===== config.mk =====
export PLATFORM = sky130hd
export DESIGN_NAME = alu_slice_seq_flat
export DESIGN_NICKNAME = d
export VERILOG_FILES = /design/src/rtl/alu_slice_pkg.sv /design/src/rtl/alu_slice_if.sv /design/src/rtl/alu_slice_seq_alu4_slice.sv /design/src/rtl/alu_slice_seq.sv /design/src/flat_wrapper.sv
export SDC_FILE = /design/constraint.sdc
export NUM_CORES = 1
export LEC_CHECK = 0
export BUFFER_PORTS_ARGS = -buffer_cell sky130_fd_sc_hd__buf_2
export CORE_MARGIN = 4
export CORE_UTILIZATION = 58
export CTS_CLUSTER_DIAMETER = 120
export DETAILED_ROUTE_END_ITERATION = 7
export PLACE_DENSITY_LB_ADDON = 0.15
export SLEW_MARGIN = 5
export SYNTH_ARGS = -nofsm -noshare
export SYNTH_HDL_FRONTEND = slang
export SYNTH_SLANG_ARGS = --single-unit

===== constraint.sdc =====
create_clock -name clk -period 9.9 [get_ports clk]
set_input_delay 1.98 -clock clk [delete_from_list [all_inputs] [get_ports clk]]
set_output_delay 1.98 -clock clk [all_outputs]
set_load 0.005 [all_outputs]

===== src/rtl/alu_slice_pkg.sv =====
// Shared constants, FSM state type and X/Y operand selectors for the
// multi-cycle ALU slice engine.
package alu_slice_pkg;

  localparam int SLICE_W = 4;

  // Function selects as seen on S[0:3] (S3 first).
  localparam logic [3:0] FN_A         = 4'b0000;
  localparam logic [3:0] FN_A_TIMES_2 = 4'b0011;
  localparam logic [3:0] FN_A_PLUS_B  = 4'b0110;
  localparam logic [3:0] FN_XNOR      = 4'b0110;
  localparam logic [3:0] FN_A_MINUS_B = 4'b1001;
  localparam logic [3:0] FN_ZERO      = 4'b1100;

  typedef enum logic [1:0] {
    IDLE = 2'd0,
    RUN  = 2'd1,
    DONE = 2'd2
  } state_t;

  // s is little-endian here: s[3]=S3 ... s[0]=S0.
  function automatic logic [SLICE_W-1:0] sel_x(input logic [3:0] s,
                                               input logic [SLICE_W-1:0] a,
                                               input logic [SLICE_W-1:0] b);
    logic [SLICE_W-1:0] x;
    case (s[3:2])
      2'b00:   x = a;
      2'b01:   x = a | b;
      2'b10:   x = a | ~b;
      default: x = '1;
    endcase
    return x;
  endfunction

  function automatic logic [SLICE_W-1:0] sel_y(input logic [3:0] s,
                                               input logic [SLICE_W-1:0] a,
                                               input logic [SLICE_W-1:0] b);
    logic [SLICE_W-1:0] y;
    case (s[1:0])
      2'b00:   y = '0;
      2'b01:   y = a & ~b;
      2'b10:   y = a & b;
      default: y = a;
    endcase
    return y;
  endfunction

endpackage


===== src/rtl/alu_slice_if.sv =====
// Request/response bundle of the ALU engine. Vectors are big-endian:
// bit 0 is the MSB, matching the original slice pinout.
interface alu_slice_if #(
  parameter int WIDTH = 36
);
  // Both sides use strict valid/ready: a transfer happens on the rising edge
  // where valid & ready are both 1; valid never waits on ready, and the
  // payload is held stable while valid is high and ready is low.
  logic             in_valid;
  logic             in_ready;
  logic [0:3]       S;
  logic             M;
  logic [0:WIDTH-1] A;
  logic [0:WIDTH-1] B;
  logic             CIN;
  logic             out_valid;
  logic             out_ready;
  logic [0:WIDTH-1] F;
  logic             COUT;
  logic             OVF;
  logic             ZERO;

  modport master (
    output in_valid, S, M, A, B, CIN, out_ready,
    input  in_ready, out_valid, F, COUT, OVF, ZERO
  );

  modport slave (
    input  in_valid, S, M, A, B, CIN, out_ready,
    output in_ready, out_valid, F, COUT, OVF, ZERO
  );
endinterface


===== src/rtl/alu_slice_seq_alu4_slice.sv =====
// One combinational 4-bit ALU slice: X/Y generation, ripple carry, and the
// carry into its top bit (needed for signed overflow at the word MSB).
module alu4_slice
  import alu_slice_pkg::*;
(
  input  logic [3:0]         s,
  input  logic               m,
  input  logic [SLICE_W-1:0] a,
  input  logic [SLICE_W-1:0] b,
  input  logic               cin,
  output logic [SLICE_W-1:0] f,
  output logic               cout,
  output logic               c_msb
);

  logic [SLICE_W-1:0] x;
  logic [SLICE_W-1:0] y;
  logic [SLICE_W-1:0] p;
  logic [SLICE_W-1:0] g;

  assign x = sel_x(s, a, b);
  assign y = sel_y(s, a, b);
  assign p = x ^ y;
  assign g = x & y;

  // Carries are always computed so COUT stays meaningful in logic mode.
  always_comb begin
    logic carry;
    carry = cin;
    f     = '0;
    c_msb = 1'b0;
    for (int i = 0; i < SLICE_W; i++) begin
      if (i == SLICE_W - 1) c_msb = carry;
      f[i]  = m ? ~p[i] : (p[i] ^ carry);
      carry = g[i] | (p[i] & carry);
    end
    cout = carry;
  end

endmodule


===== src/rtl/alu_slice_seq.sv =====
// Multi-cycle WIDTH-bit ALU: SLICES_PER_CYCLE chained 4-bit slices per clock,
// least-significant group first, with the group carry registered between passes.
module alu_slice_seq
  import alu_slice_pkg::*;
#(
  parameter int WIDTH            = 36,
  parameter int SLICES_PER_CYCLE = 3
) (
  input  logic           clk,
  input  logic           rst_n,
  alu_slice_if.slave     bus,
  output state_t         dbg_state
);

  localparam int GW   = SLICE_W * SLICES_PER_CYCLE;
  localparam int ITER = (GW > 0) ? WIDTH / GW : 1;
  localparam int IW   = (ITER > 1) ? $clog2(ITER) : 1;

  if (SLICES_PER_CYCLE < 1 || WIDTH < GW || (WIDTH % GW) != 0) begin : g_bad_width
    $error("alu_slice_seq: WIDTH must be a positive multiple of 4*SLICES_PER_CYCLE");
  end

  state_t            state_q, state_d;
  logic [IW-1:0]     iter_q, iter_d;
  logic              carry_q, carry_d;
  logic [3:0]        s_q, s_d;
  logic              m_q, m_d;
  logic [WIDTH-1:0]  a_q, a_d;
  logic [WIDTH-1:0]  b_q, b_d;
  logic [WIDTH-1:0]  res_q, res_d;
  logic [WIDTH-1:0]  f_q, f_d;
  logic              cout_q, cout_d;
  logic              ovf_q, ovf_d;
  logic              zero_q, zero_d;

  logic              in_ready;
  logic              out_valid;
  logic              accept;
  logic [GW-1:0]     grp_a;
  logic [GW-1:0]     grp_b;
  logic [GW-1:0]     grp_f;
  logic              grp_cout;
  logic              grp_cmsb;

  assign grp_a = a_q[int'(iter_q) * GW +: GW];
  assign grp_b = b_q[int'(iter_q) * GW +: GW];

  for (genvar i = 0; i < SLICES_PER_CYCLE; i++) begin : g_sl
    logic               ci;
    logic               co;
    logic               cm;
    logic [SLICE_W-1:0] fo;

    if (i == 0) begin : g_first
      assign ci = carry_q;
    end else begin : g_next
      assign ci = g_sl[i-1].co;
    end

    alu4_slice u_slice (
      .s     (s_q),
      .m     (m_q),
      .a     (grp_a[i*SLICE_W +: SLICE_W]),
      .b     (grp_b[i*SLICE_W +: SLICE_W]),
      .cin   (ci),
      .f     (fo),
      .cout  (co),
      .c_msb (cm)
    );

    assign grp_f[i*SLICE_W +: SLICE_W] = fo;
  end

  assign grp_cout = g_sl[SLICES_PER_CYCLE-1].co;
  assign grp_cmsb = g_sl[SLICES_PER_CYCLE-1].cm;

  always_comb begin
    state_d   = state_q;
    iter_d    = iter_q;
    carry_d   = carry_q;
    s_d       = s_q;
    m_d       = m_q;
    a_d       = a_q;
    b_d       = b_q;
    res_d     = res_q;
    f_d       = f_q;
    cout_d    = cout_q;
    ovf_d     = ovf_q;
    zero_d    = zero_q;
    in_ready  = 1'b0;
    out_valid = 1'b0;
    accept    = 1'b0;

    case (state_q)
      IDLE: begin
        in_ready = 1'b1;
        accept   = bus.in_valid;
      end
      RUN: begin
        res_d[int'(iter_q) * GW +: GW] = grp_f;
        carry_d = grp_cout;
        if (iter_q == IW'(ITER - 1)) begin
          // Visible outputs change only here, so the previous result stays
          // on F/flags for the whole of RUN.
          state_d = DONE;
          iter_d  = '0;
          f_d     = res_d;
          cout_d  = grp_cout;
          ovf_d   = grp_cmsb ^ grp_cout;
          zero_d  = (res_d == '0);
        end else begin
          iter_d = iter_q + IW'(1);
        end
      end
      DONE: begin
        out_valid = 1'b1;
        if (bus.out_ready) begin
          in_ready = 1'b1;
          accept   = bus.in_valid;
          if (!bus.in_valid) state_d = IDLE;
        end
      end
      default: state_d = IDLE;
    endcase

    if (accept) begin
      state_d = RUN;
      iter_d  = '0;
      carry_d = bus.CIN;
      s_d     = bus.S;
      m_d     = bus.M;
      a_d     = bus.A;
      b_d     = bus.B;
      res_d   = '0;
    end
  end

  always_ff @(posedge clk or negedge rst_n) begin
    if (!rst_n) begin
      state_q <= IDLE;
      iter_q  <= '0;
      carry_q <= 1'b0;
      s_q     <= '0;
      m_q     <= 1'b0;
      a_q     <= '0;
      b_q     <= '0;
      res_q   <= '0;
      f_q     <= '0;
      cout_q  <= 1'b0;
      ovf_q   <= 1'b0;
      zero_q  <= 1'b0;
    end else begin
      state_q <= state_d;
      iter_q  <= iter_d;
      carry_q <= carry_d;
      s_q     <= s_d;
      m_q     <= m_d;
      a_q     <= a_d;
      b_q     <= b_d;
      res_q   <= res_d;
      f_q     <= f_d;
      cout_q  <= cout_d;
      ovf_q   <= ovf_d;
      zero_q  <= zero_d;
    end
  end

  assign bus.in_ready  = in_ready;
  assign bus.out_valid = out_valid;
  assign bus.F         = f_q;
  assign bus.COUT      = cout_q;
  assign bus.OVF       = ovf_q;
  assign bus.ZERO      = zero_q;
  assign dbg_state     = state_q;

endmodule


===== src/flat_wrapper.sv =====
// flat-port wrapper written by rule: the top's interface ports become plain ports
module alu_slice_seq_flat import alu_slice_pkg::*;
#(
  parameter int WIDTH            = 36,
  parameter int SLICES_PER_CYCLE = 3
)
  (clk, rst_n, dbg_state, bus_in_valid, bus_S, bus_M, bus_A, bus_B, bus_CIN, bus_out_ready, bus_in_ready, bus_out_valid, bus_F, bus_COUT, bus_OVF, bus_ZERO);
  alu_slice_if #(.WIDTH(WIDTH)) bus_i ();
  input  logic clk;
  input  logic rst_n;
  output state_t dbg_state;
  input wire logic [$bits(bus_i.in_valid)-1:0] bus_in_valid;
  input wire logic [$bits(bus_i.S)-1:0] bus_S;
  input wire logic [$bits(bus_i.M)-1:0] bus_M;
  input wire logic [$bits(bus_i.A)-1:0] bus_A;
  input wire logic [$bits(bus_i.B)-1:0] bus_B;
  input wire logic [$bits(bus_i.CIN)-1:0] bus_CIN;
  input wire logic [$bits(bus_i.out_ready)-1:0] bus_out_ready;
  output wire logic [$bits(bus_i.in_ready)-1:0] bus_in_ready;
  output wire logic [$bits(bus_i.out_valid)-1:0] bus_out_valid;
  output wire logic [$bits(bus_i.F)-1:0] bus_F;
  output wire logic [$bits(bus_i.COUT)-1:0] bus_COUT;
  output wire logic [$bits(bus_i.OVF)-1:0] bus_OVF;
  output wire logic [$bits(bus_i.ZERO)-1:0] bus_ZERO;
  assign bus_i.in_valid = bus_in_valid;
  assign bus_i.S = bus_S;
  assign bus_i.M = bus_M;
  assign bus_i.A = bus_A;
  assign bus_i.B = bus_B;
  assign bus_i.CIN = bus_CIN;
  assign bus_i.out_ready = bus_out_ready;
  assign bus_in_ready = bus_i.in_ready;
  assign bus_out_valid = bus_i.out_valid;
  assign bus_F = bus_i.F;
  assign bus_COUT = bus_i.COUT;
  assign bus_OVF = bus_i.OVF;
  assign bus_ZERO = bus_i.ZERO;
  alu_slice_seq #(.WIDTH(WIDTH), .SLICES_PER_CYCLE(SLICES_PER_CYCLE)) u_core (.clk(clk), .rst_n(rst_n), .bus(bus_i), .dbg_state(dbg_state));
endmodule

Yosys cells after proc, flatten, opt, wreduce, memory -nomap -nowiden:

Cells that the tools add are included.

* word-level logic and storage cells: 143
* output and inout bits: 43
* input bits: 82
* bits in registers: 157

* $add $sub $neg: 2
* bitwise gates (word level): 70
* reductions and logical operators: 7
* equality and inequality tests: 11
* multiplexer cells: 36
* shift-type cells: 4
* multipliers: 1

Operators by type and width (number)
* $mux 36: 2
* $pmux 4 s3: 6
* $and 4x4->4: 9
* $bwmux 36: 1
* $logic_not 36->1: 1
* $shift 12x33->36 const A: 1
* $shiftx 12x33->36: 1
* $shiftx 36x32->12: 1
* $shiftx 36x7->12: 1
* $neg 32->33: 1
* $or 4x4->4: 6
* $mux 1: 17
* $mux 2: 7
* $xor 1x1->1: 13
* $and 1x1->1: 12
* $not 1->1: 12
* $not 4->4: 3
* $or 1x1->1: 12
* $xor 4x4->4: 3
* $eq 2x2->1 const B: 4
* $eq 2x1->1 const B: 3
* $logic_not 2->1: 3
* $ne 3x2->1 const B: 2
* $pmux 2 s3: 1
* other kinds (8): 9

Depth between registers and ports, before layout:

Gate-level depths: netlist of run 1.

* depth in word-level cells: 34
* depth in mapped cells: 28
* gate-level depth less buffers: 25

Modules after synthesis:

A second synthesis of run 1 with hierarchy kept.

* cells, all modules: 828
* area total of the unflattened synthesis: 8788.4 sq um

Modules (own cells, without submodules)
* alu_slice_seq: area each 7219.4 sq um, seq. area each 3928.8 sq um, instances 1, cells an instance 633
* alu4_slice: area each 523.0 sq um, seq. area each 0.0 sq um, instances 3, cells an instance 65

Least setup slack after synthesis of run 1:

No wires, ideal clock.

* kind: flip-flop to flip-flop
* from: register u_core.iter_q[1]
* to: register u_core.zero_q, in the netlist u_core.bus.ZERO
* library setup time: 0.092 ns
* data arrival time: 7.069 ns
* cell stages (with the launch flop): 29
* path slack: 2.739 ns
* data required time: 9.808 ns
* clock period less this slack: 7.161 ns
* buffers on the path: 3
* cell sequence: dfrtp_1 -> buf_2 -> nor2b_1 -> buf_2 -> buf_2 -> nand2_1 -> o21ai_0 -> xnor2_1 -> a21oi_1 -> nor2_1 -> fa_1 -> inv_1 -> fa_1 -> fa_1 -> fa_1 -> fa_1 -> fa_1 -> fa_1 -> fa_1 -> fa_1 -> fa_1 -> fa_1 -> fa_1 -> mux2i_1 -> a32oi_1 -> o2111ai_1 -> nor4_2 -> nand4_1 -> o31ai_2

* longest elaborated chain between the ends: 33
* elaborated cells between the ends (all ways): 95
* classes of those cells: 1 x add/sub; 1 x mul; 1 x eq/ne; 4 x shift; 19 x mux; 67 x bitwise; 2 x reduce/logical

Ends and longest elaborated chain
* from (decl): RTL line alu_slice_seq.sv:24 `logic [IW-1:0] iter_q, iter_d;`
* from (signal assigned): RTL line alu_slice_seq.sv:154 `iter_q <= iter_d;`
* $mul 2x2->4: RTL line alu_slice_seq.sv:45, alu_slice_seq.sv:46, alu_slice_seq.sv:100
* $shiftx 36x32->12: RTL line alu_slice_seq.sv:46 `assign grp_b = b_q[int'(iter_q) * GW +: GW];`
* $not 4->4: RTL line alu_slice_pkg.sv:29, alu_slice_pkg.sv:41
* $or 4x4->4 / $and 4x4->4 (equally long branches): RTL line alu_slice_pkg.sv:29, alu_slice_pkg.sv:41
* $pmux 4 s3 (on tied branches): RTL line alu_slice_pkg.sv:26, alu_slice_pkg.sv:39
* $xor 4x4->4: RTL line alu_slice_seq_alu4_slice.sv:23 `assign p = x ^ y;`
* $and 1x1->1: RTL line alu_slice_seq_alu4_slice.sv:35 `carry = g[i] | (p[i] & carry);`
* $or 1x1->1: RTL line alu_slice_seq_alu4_slice.sv:35
* [17 not listed]
* $or 1x1->1: RTL line alu_slice_seq_alu4_slice.sv:35
* $and 1x1->1: RTL line alu_slice_seq_alu4_slice.sv:35
* $or 1x1->1: RTL line alu_slice_seq_alu4_slice.sv:35
* $xor 1x1->1: RTL line alu_slice_seq_alu4_slice.sv:34 `f[i] = m ? ~p[i] : (p[i] ^ carry);`
* $mux 1: RTL line alu_slice_seq_alu4_slice.sv:34
* $shiftx 12x33->36: RTL line alu_slice_seq.sv:100 `res_d[int'(iter_q) * GW +: GW] = grp_f;`
* $bwmux 36: RTL line alu_slice_seq.sv:100
* $logic_not 36->1: RTL line alu_slice_seq.sv:110 `zero_d = (res_d == '0);`
* to (signal assigned): RTL line alu_slice_seq.sv:164 `zero_q <= zero_d;`
* to (decl): RTL line alu_slice_seq.sv:34 `logic zero_q, zero_d;`

Several ways; a longest one is shown, not always the timed one.
A chain may end at the register's enable or synchronous reset.

Worst setup path in the final report of run 1:

Ends and elaborated chain as after synthesis.

==> results.json, run 1 <==
{
  "synth_async_sr_flop_share_pct": 100,
  "die_h_um": 130,
  "grt_remaining_overflow": 0,
  "antenna_found_initial": 0,
  "drtIter0Drc": 578,
  "vias": 6683,
  "io_buffers": 124,
  "synth.top_cell.area_share_pct": 45.3,
  "grt_pass1_vias": 6845,
  "cts_max_level": 4,
  "slew_headroom_pct": 18.3,
  "core.rowCount": 44,
  "cts_root_buffer": "clkbuf_16",
  "yosysWarnings": 0,
  "syn2layout_area_growth_pct": 15.0,
  "synthFlopType": "dfrtp_1",
  "synth-simple-area-share_pct": 11.7,
  "yosysSeqAreaShare_pct": 45.3,
  "dp_slack_ps": 2180,
  "cts.path.max_buffers": 2,
  "antenna_cells": 0,
  "setup_tns_ps": 0,
  "critPathKind": "flop to flop",
  "synth-compound-area-share_pct": 15.1,
  "n_fill_cell": 1135,
  "worst_skew_pair.late_latency_ps": 430,
  "ios": 125,
  "dr.pass1.iters": 5,
  "avgViaCountPerCell": 5.95,
  "place_congestion": 0.935,
  "synth_area_per_cell_um2": 10.4,
  "holdCritPathClass": "flop to flop",
  "grt_max_degree": 84,
  "cts_sinks": 157,
  "drv_slew": 0,
  "layoutNonFillerInstCount": 1124,
  "netlist_area_um2": 8670,
  "cp-start-kind": "flop",
  "post_cts_buffers": 0,
  "fp.dieArea_um2": 17000,
  "cts_made_buffers": 17,
  "drc": 0,
  "fmax_mhz": 127,
  "grt.total_usage_pct": 27.2,
  "hpwlAfterDp_um": 16100,
  "synth_mux_area_share_pct": 15.6,
  "die_w_um": 130,
  "hold_viol_final": 0,
  "path_clk_slew_ps": 60,
  "wl_um": 22100,
  "ys_top_cells_by_area": "dfrtp_1 (45%), mux2_2 (11%), o21ai_0 (5.7%)",
  "synth_edf_count": 0,
  "ant_nets": 0,
  "drive_gt1_share_pct": 29.6,
  "synthCells": 832,
  "worst_slew_pin_slew_ps": 1210,
  "setup_viol": 0,
  "drv_cap": 0,
  "synth_nets": 948,
  "synth_cell_type_count": 56,
  "wl_per_cell_um": 19.7,
  "grt_pass1_wl_um": 35900,
  "rsz0062_at_grt": "no",
  "dpl.cell_count": 1092,
  "finalCritPeriodShare_pct": 79.2,
  "fin_crit_ps": 7840,
  "synth_fa_ha_area_share_pct": 5.94,
  "yosysTopAreaCell": "dfrtp_1",
  "synth-xor-area-share_pct": 2.52,
  "core_area_um2": 14600,
  "worstPathMaxFanout": 28,
  "synth.ff_latch_count": 157,
  "worstPathRequired_ps": 10240,
  "crit_path_end_kind": "flop",
  "finClkSkew_ps": 14.1,
  "status": "finished, final reports clean",
  "initial_core_util_pct": 59.5,
  "nets": 1043,
  "tritoncts": "yes",
  "holdBufCountCts": 0,
  "setup_ws_ps": 2060,
  "synth_top_family_by_area": "multiplexers",
  "cts_resized": 0,
  "worstPathArrival_ps": 8180
}
-- metrics by stage --
step / util (%) / hold WS (ps) / area [µm²]
final: 68.4 / 473 / 9980
after global routing: 68.4 / 506 / 9980
after CTS: 68.4 / 479 / 9980
after detailed placement: 64.1 / 465 / 9350
after global placement: 64.1 / 458 / 9350
after floorplan: - / 457 / 8670
-- critical path, cell delays in order (launching register included) --
cell and delay (ps):
dfrtp_1 370, buf_4 430, mux2i_1 130, o21ai_0 330, xnor2_1 170, a21oi_1 80, nor2_1 170, fa_1 200
inv_1 50, fa_1 390, fa_1 420, fa_1 410, fa_1 400, fa_1 400, fa_1 400, fa_1 390
fa_1 390, fa_1 410, fa_1 430, fa_1 490, mux2i_1 130, a32oi_1 360, o2111ai_1 220, nor4_2 240
nand4_1 140, o31ai_2 190
-- final timing paths --
path / from / endpoint / slack (ps) / cells past startpoint
max: u_core.iter_q[1] / u_core.bus.ZERO / 2060 / 25
max in group asynchronous: rst_n / u_core.s_q[0] / 6880 / 2
min: u_core.bus.F[35] / u_core.bus.F[35] / 470 / 2
min reg2reg: u_core.bus.F[35] / u_core.bus.F[35] / 470 / 2
min in group asynchronous: rst_n / u_core.bus.F[33] / 1600 / 1
max reg2reg: u_core.iter_q[1] / u_core.bus.ZERO / 2060 / 25
-- placed cells by master, fill, tap and decap left out, drive strengths merged, types with 20 or more instances in the layout --
cell	n
nor2	31
o21ai	99
mux2	82
buf	138
nand2	88
nor2b	20
a21oi	33
ha	22
mux2i	29
nand3	32
dfrtp	157
-- registers in the layout, indices dropped and copies added, names as in the netlist --
name and cells:
u_core.b_q 36, u_core.bus.F 36, u_core.res_q 36, u_core.bus.ZERO 1, u_core.bus.COUT 1, u_core.bus.OVF 1
u_core.a_q 36, u_core.m_q 1, u_core.carry_q 1, u_core.iter_q 2, u_core.dbg_state 2, u_core.s_q 4
-- Yosys cell counts (14+ instances only) --
cell,n
buf_2,21
a21oi_1,33
clkbuf_1,34
a31oi_1,18
nand3_1,32
a22oi_1,16
xnor2_1,14
ha_1,22
nor2b_1,20
mux2i_1,29
dfrtp_1,157
mux2_2,82
nand2_1,88
o21ai_0,99
nor2_1,31
-- logic make-up (layout without fill, tap and decap cells) --
logic type,count (synthesis),count (layout)
xor+xnor,25,25
flops,157,157
simple gates,210,210
fa+ha+maj,34,34
buf+inv,74,182
compound gates,215,215
mux,117,117
-- final cells by class --
cell class / instances / area (µm²) / area share, %
inverters: 12 / 45.0 / 0.452
clock buffers: 19 / 443 / 4.44
well taps: 184 / 230 / 2.31
repair buffers: 138 / 732 / 7.34
flip-flops and latches: 157 / 3930 / 39.4
clock inverters: 13 / 179 / 1.79
multi-input cells: 601 / 4420 / 44.3
-- routing by layer --
layer,share of wire (%),global-route usage [%],up-vias
met5,0,0,-
met1,42,34.9,3293
met2,50,45.6,203
met3,4.1,4.79,44
li1,-,-,3143
met4,3.6,11.6,0
Power of run 1 is left out: the tool's default activity adds up to more than one toggle a clock period on the data nets, which glitch-free logic cannot reach.
==> inputs of run 2 (changes only) <==
--- a/config.mk
+++ b/config.mk
@@ -7,7 +7,7 @@
 export LEC_CHECK = 0
 export BUFFER_PORTS_ARGS = -buffer_cell sky130_fd_sc_hd__buf_2
 export CORE_MARGIN = 4
-export CORE_UTILIZATION = 58
+export CORE_UTILIZATION = 52
 export CTS_CLUSTER_DIAMETER = 120
 export DETAILED_ROUTE_END_ITERATION = 7
 export PLACE_DENSITY_LB_ADDON = 0.15
==> constraint.sdc (replaced) <==
create_clock -name clk -period 6.82 [get_ports clk]
set_input_delay 1.364 -clock clk [delete_from_list [all_inputs] [get_ports clk]]
set_output_delay 1.364 -clock clk [all_outputs]
set_load 0.005 [all_outputs]
==> run 2 against run 1 <==
The flow now finishes with violations (setup timing). Final cell count up 5.6%. Maximum frequency up 15%. Worst hold slack about the same. Global-route usage down 2.1 points. Clock-buffer cell count up 1. Core utilization down 4.3 points. Non-clock buffer count up 31. Largest cell class unchanged. Highest routed layer unchanged.
==> results.json, run 2 (synthesized netlist as in run 1, its figures left out) <==
{
  "worstPathArrival_ps": 7180,
  "critPathCapture": "u_core.bus.ZERO",
  "cts_root_buffer": "clkbuf_16",
  "finalCritPeriodShare_pct": 100,
  "fmax_mhz": 146,
  "fin_crit_ps": 6830,
  "path_depth": 25,
  "setup_tns_ps": -6.06,
  "rrSetupSlack_ps": -6,
  "nets": 1074,
  "ff2ff_path_depth": 25,
  "placed_cell_area_um2": 9600,
  "avgViaCountPerCell": 5.74,
  "initial_core_util_pct": 53.8,
  "cts.path.max_buffers": 2,
  "setup_viol": 1,
  "drv_cap": 0,
  "worstPathRequired_ps": 7170,
  "setup_ws_ps": -6.06,
  "worstPathMaxFanout": 5,
  "r2r_start": "u_core.iter_q[1]",
  "die_h_um": 137,
  "holdCritPathClass": "flop to flop",
  "cts_sinks": 157,
  "grt_remaining_overflow": 0,
  "cts_max_level": 4,
  "hpwlAfterDp_um": 16400,
  "die_w_um": 137,
  "drive_gt1_share_pct": 33.8,
  "wl_per_cell_um": 19.1,
  "vias": 6816,
  "drtIter0Drc": 652,
  "grt.total_usage_pct": 25.1,
  "ant_nets": 0,
  "n_fill_cell": 1374,
  "path_clk_slew_ps": 70,
  "cts_made_buffers": 17,
  "holdBufCountCts": 0,
  "crit_family": "adder cells",
  "grt_pass1_vias": 6969,
  "core.rowCount": 46,
  "io_buffers": 124,
  "ios": 125,
  "crit_path_end_kind": "flop",
  "crit_buf_inv": 2,
  "final_cell_mix": "dfrtp_1 (156), buf_2 (123), o21ai_0 (95), nand2_1 (88), mux2_2 (82)",
  "critPathSlowestCell": "fa_1",
  "crit_start": "u_core.iter_q[1]",
  "grt_pass1_wl_um": 36600,
  "core_area_um2": 16100,
  "slowest_delay_ps": 500,
  "tritoncts": "yes",
  "grt_max_degree": 95,
  "slew_headroom_pct": 19.0,
  "hold_viol_final": 0,
  "cp-start-kind": "flop",
  "dr.pass1.iters": 6,
  "fp.dieArea_um2": 18800,
  "place_congestion": 0.932,
  "status": "finished with violations",
  "path_common_cell": "fa_2",
  "finClkSkew_ps": 11.7,
  "antenna_cells": 0,
  "layout_commonest_cell": "dfrtp_1",
  "wl_um": 22700,
  "rsz0062_at_grt": "yes",
  "design_area_um2": 10300,
  "drc": 0,
  "critPathKind": "flop to flop",
  "worst_slew_pin_slew_ps": 1180,
  "drv_slew": 0,
  "violations": "setup timing",
  "antenna_found_initial": 0,
  "dp_slack_ps": -99.7,
  "syn2layout_area_growth_pct": 19.0,
  "worstReg2RegEnd": "u_core.bus.ZERO",
  "hold_depth": 2,
  "worst_hold_slack_ps": 472,
  "worst_skew_pair.late_latency_ps": 440
}
run 2: cell types whose count changed in the layout (fill, tap and decap cells not counted), sizes merged:
cell,change
clkinvlp,-3
inv,-4
clkinv,+6
clkbuf,+1
buf,+31
run 2: area by class of cell:
class / instances / area [µm²] / share of cell area, %
multi-input cells: 601 / 4490 / 43.5
flip-flops and latches: 157 / 3930 / 38.1
repair buffers: 169 / 968 / 9.38
clock buffers: 20 / 457 / 4.43
well taps: 216 / 270 / 2.62
clock inverters: 12 / 161 / 1.56
inverters: 12 / 45.0 / 0.436
run 2: worst min path at each step:
stage,startpoint,endpoint,slack [ps]
floorplan,u_core.res_q[28],u_core.res_q[28],460
global placement,u_core.bus.F[30],u_core.bus.F[30],460
detailed placement,u_core.bus.F[19],u_core.bus.F[19],460
CTS,u_core.bus.F[19],u_core.bus.F[19],480
global route,u_core.bus.OVF,u_core.bus.OVF,500
finish,u_core.bus.F[1],u_core.bus.F[1],470
run 2: repair_timing:
item | in CTS | in global routing
setup endpoints to repair | 5 | 11
pin swaps | 5 | 10
gates resized for setup | 4 | 11
setup buffers | 4 | 2
run 2: through the flow:
| step | instances | utilization [%] |
|---|---|---|
| 2_1_floorplan | 832 | - |
| 3_3_place_gp | 1149 | 59.6 |
| 3_5_place_dp | 1149 | 59.6 |
| 4_1_cts | 1185 | 63.7 |
| 5_1_grt | 1187 | 64.0 |
| 6_report | 1187 | 64.0 |
run 2: routing by layer:
layer	part of all wire (%)	track usage (%)
met5	0	0
met4	3.1	9.98
met3	4.6	4.41
met2	50	42.3
met1	43	32.1
run 2: tightest hold or removal path, stage by stage (launching register included):
cell and delay, ps:
dfrtp_1 340, nand2_1 40, o21ai_0 60
Power of run 2 is left out for the same reason.
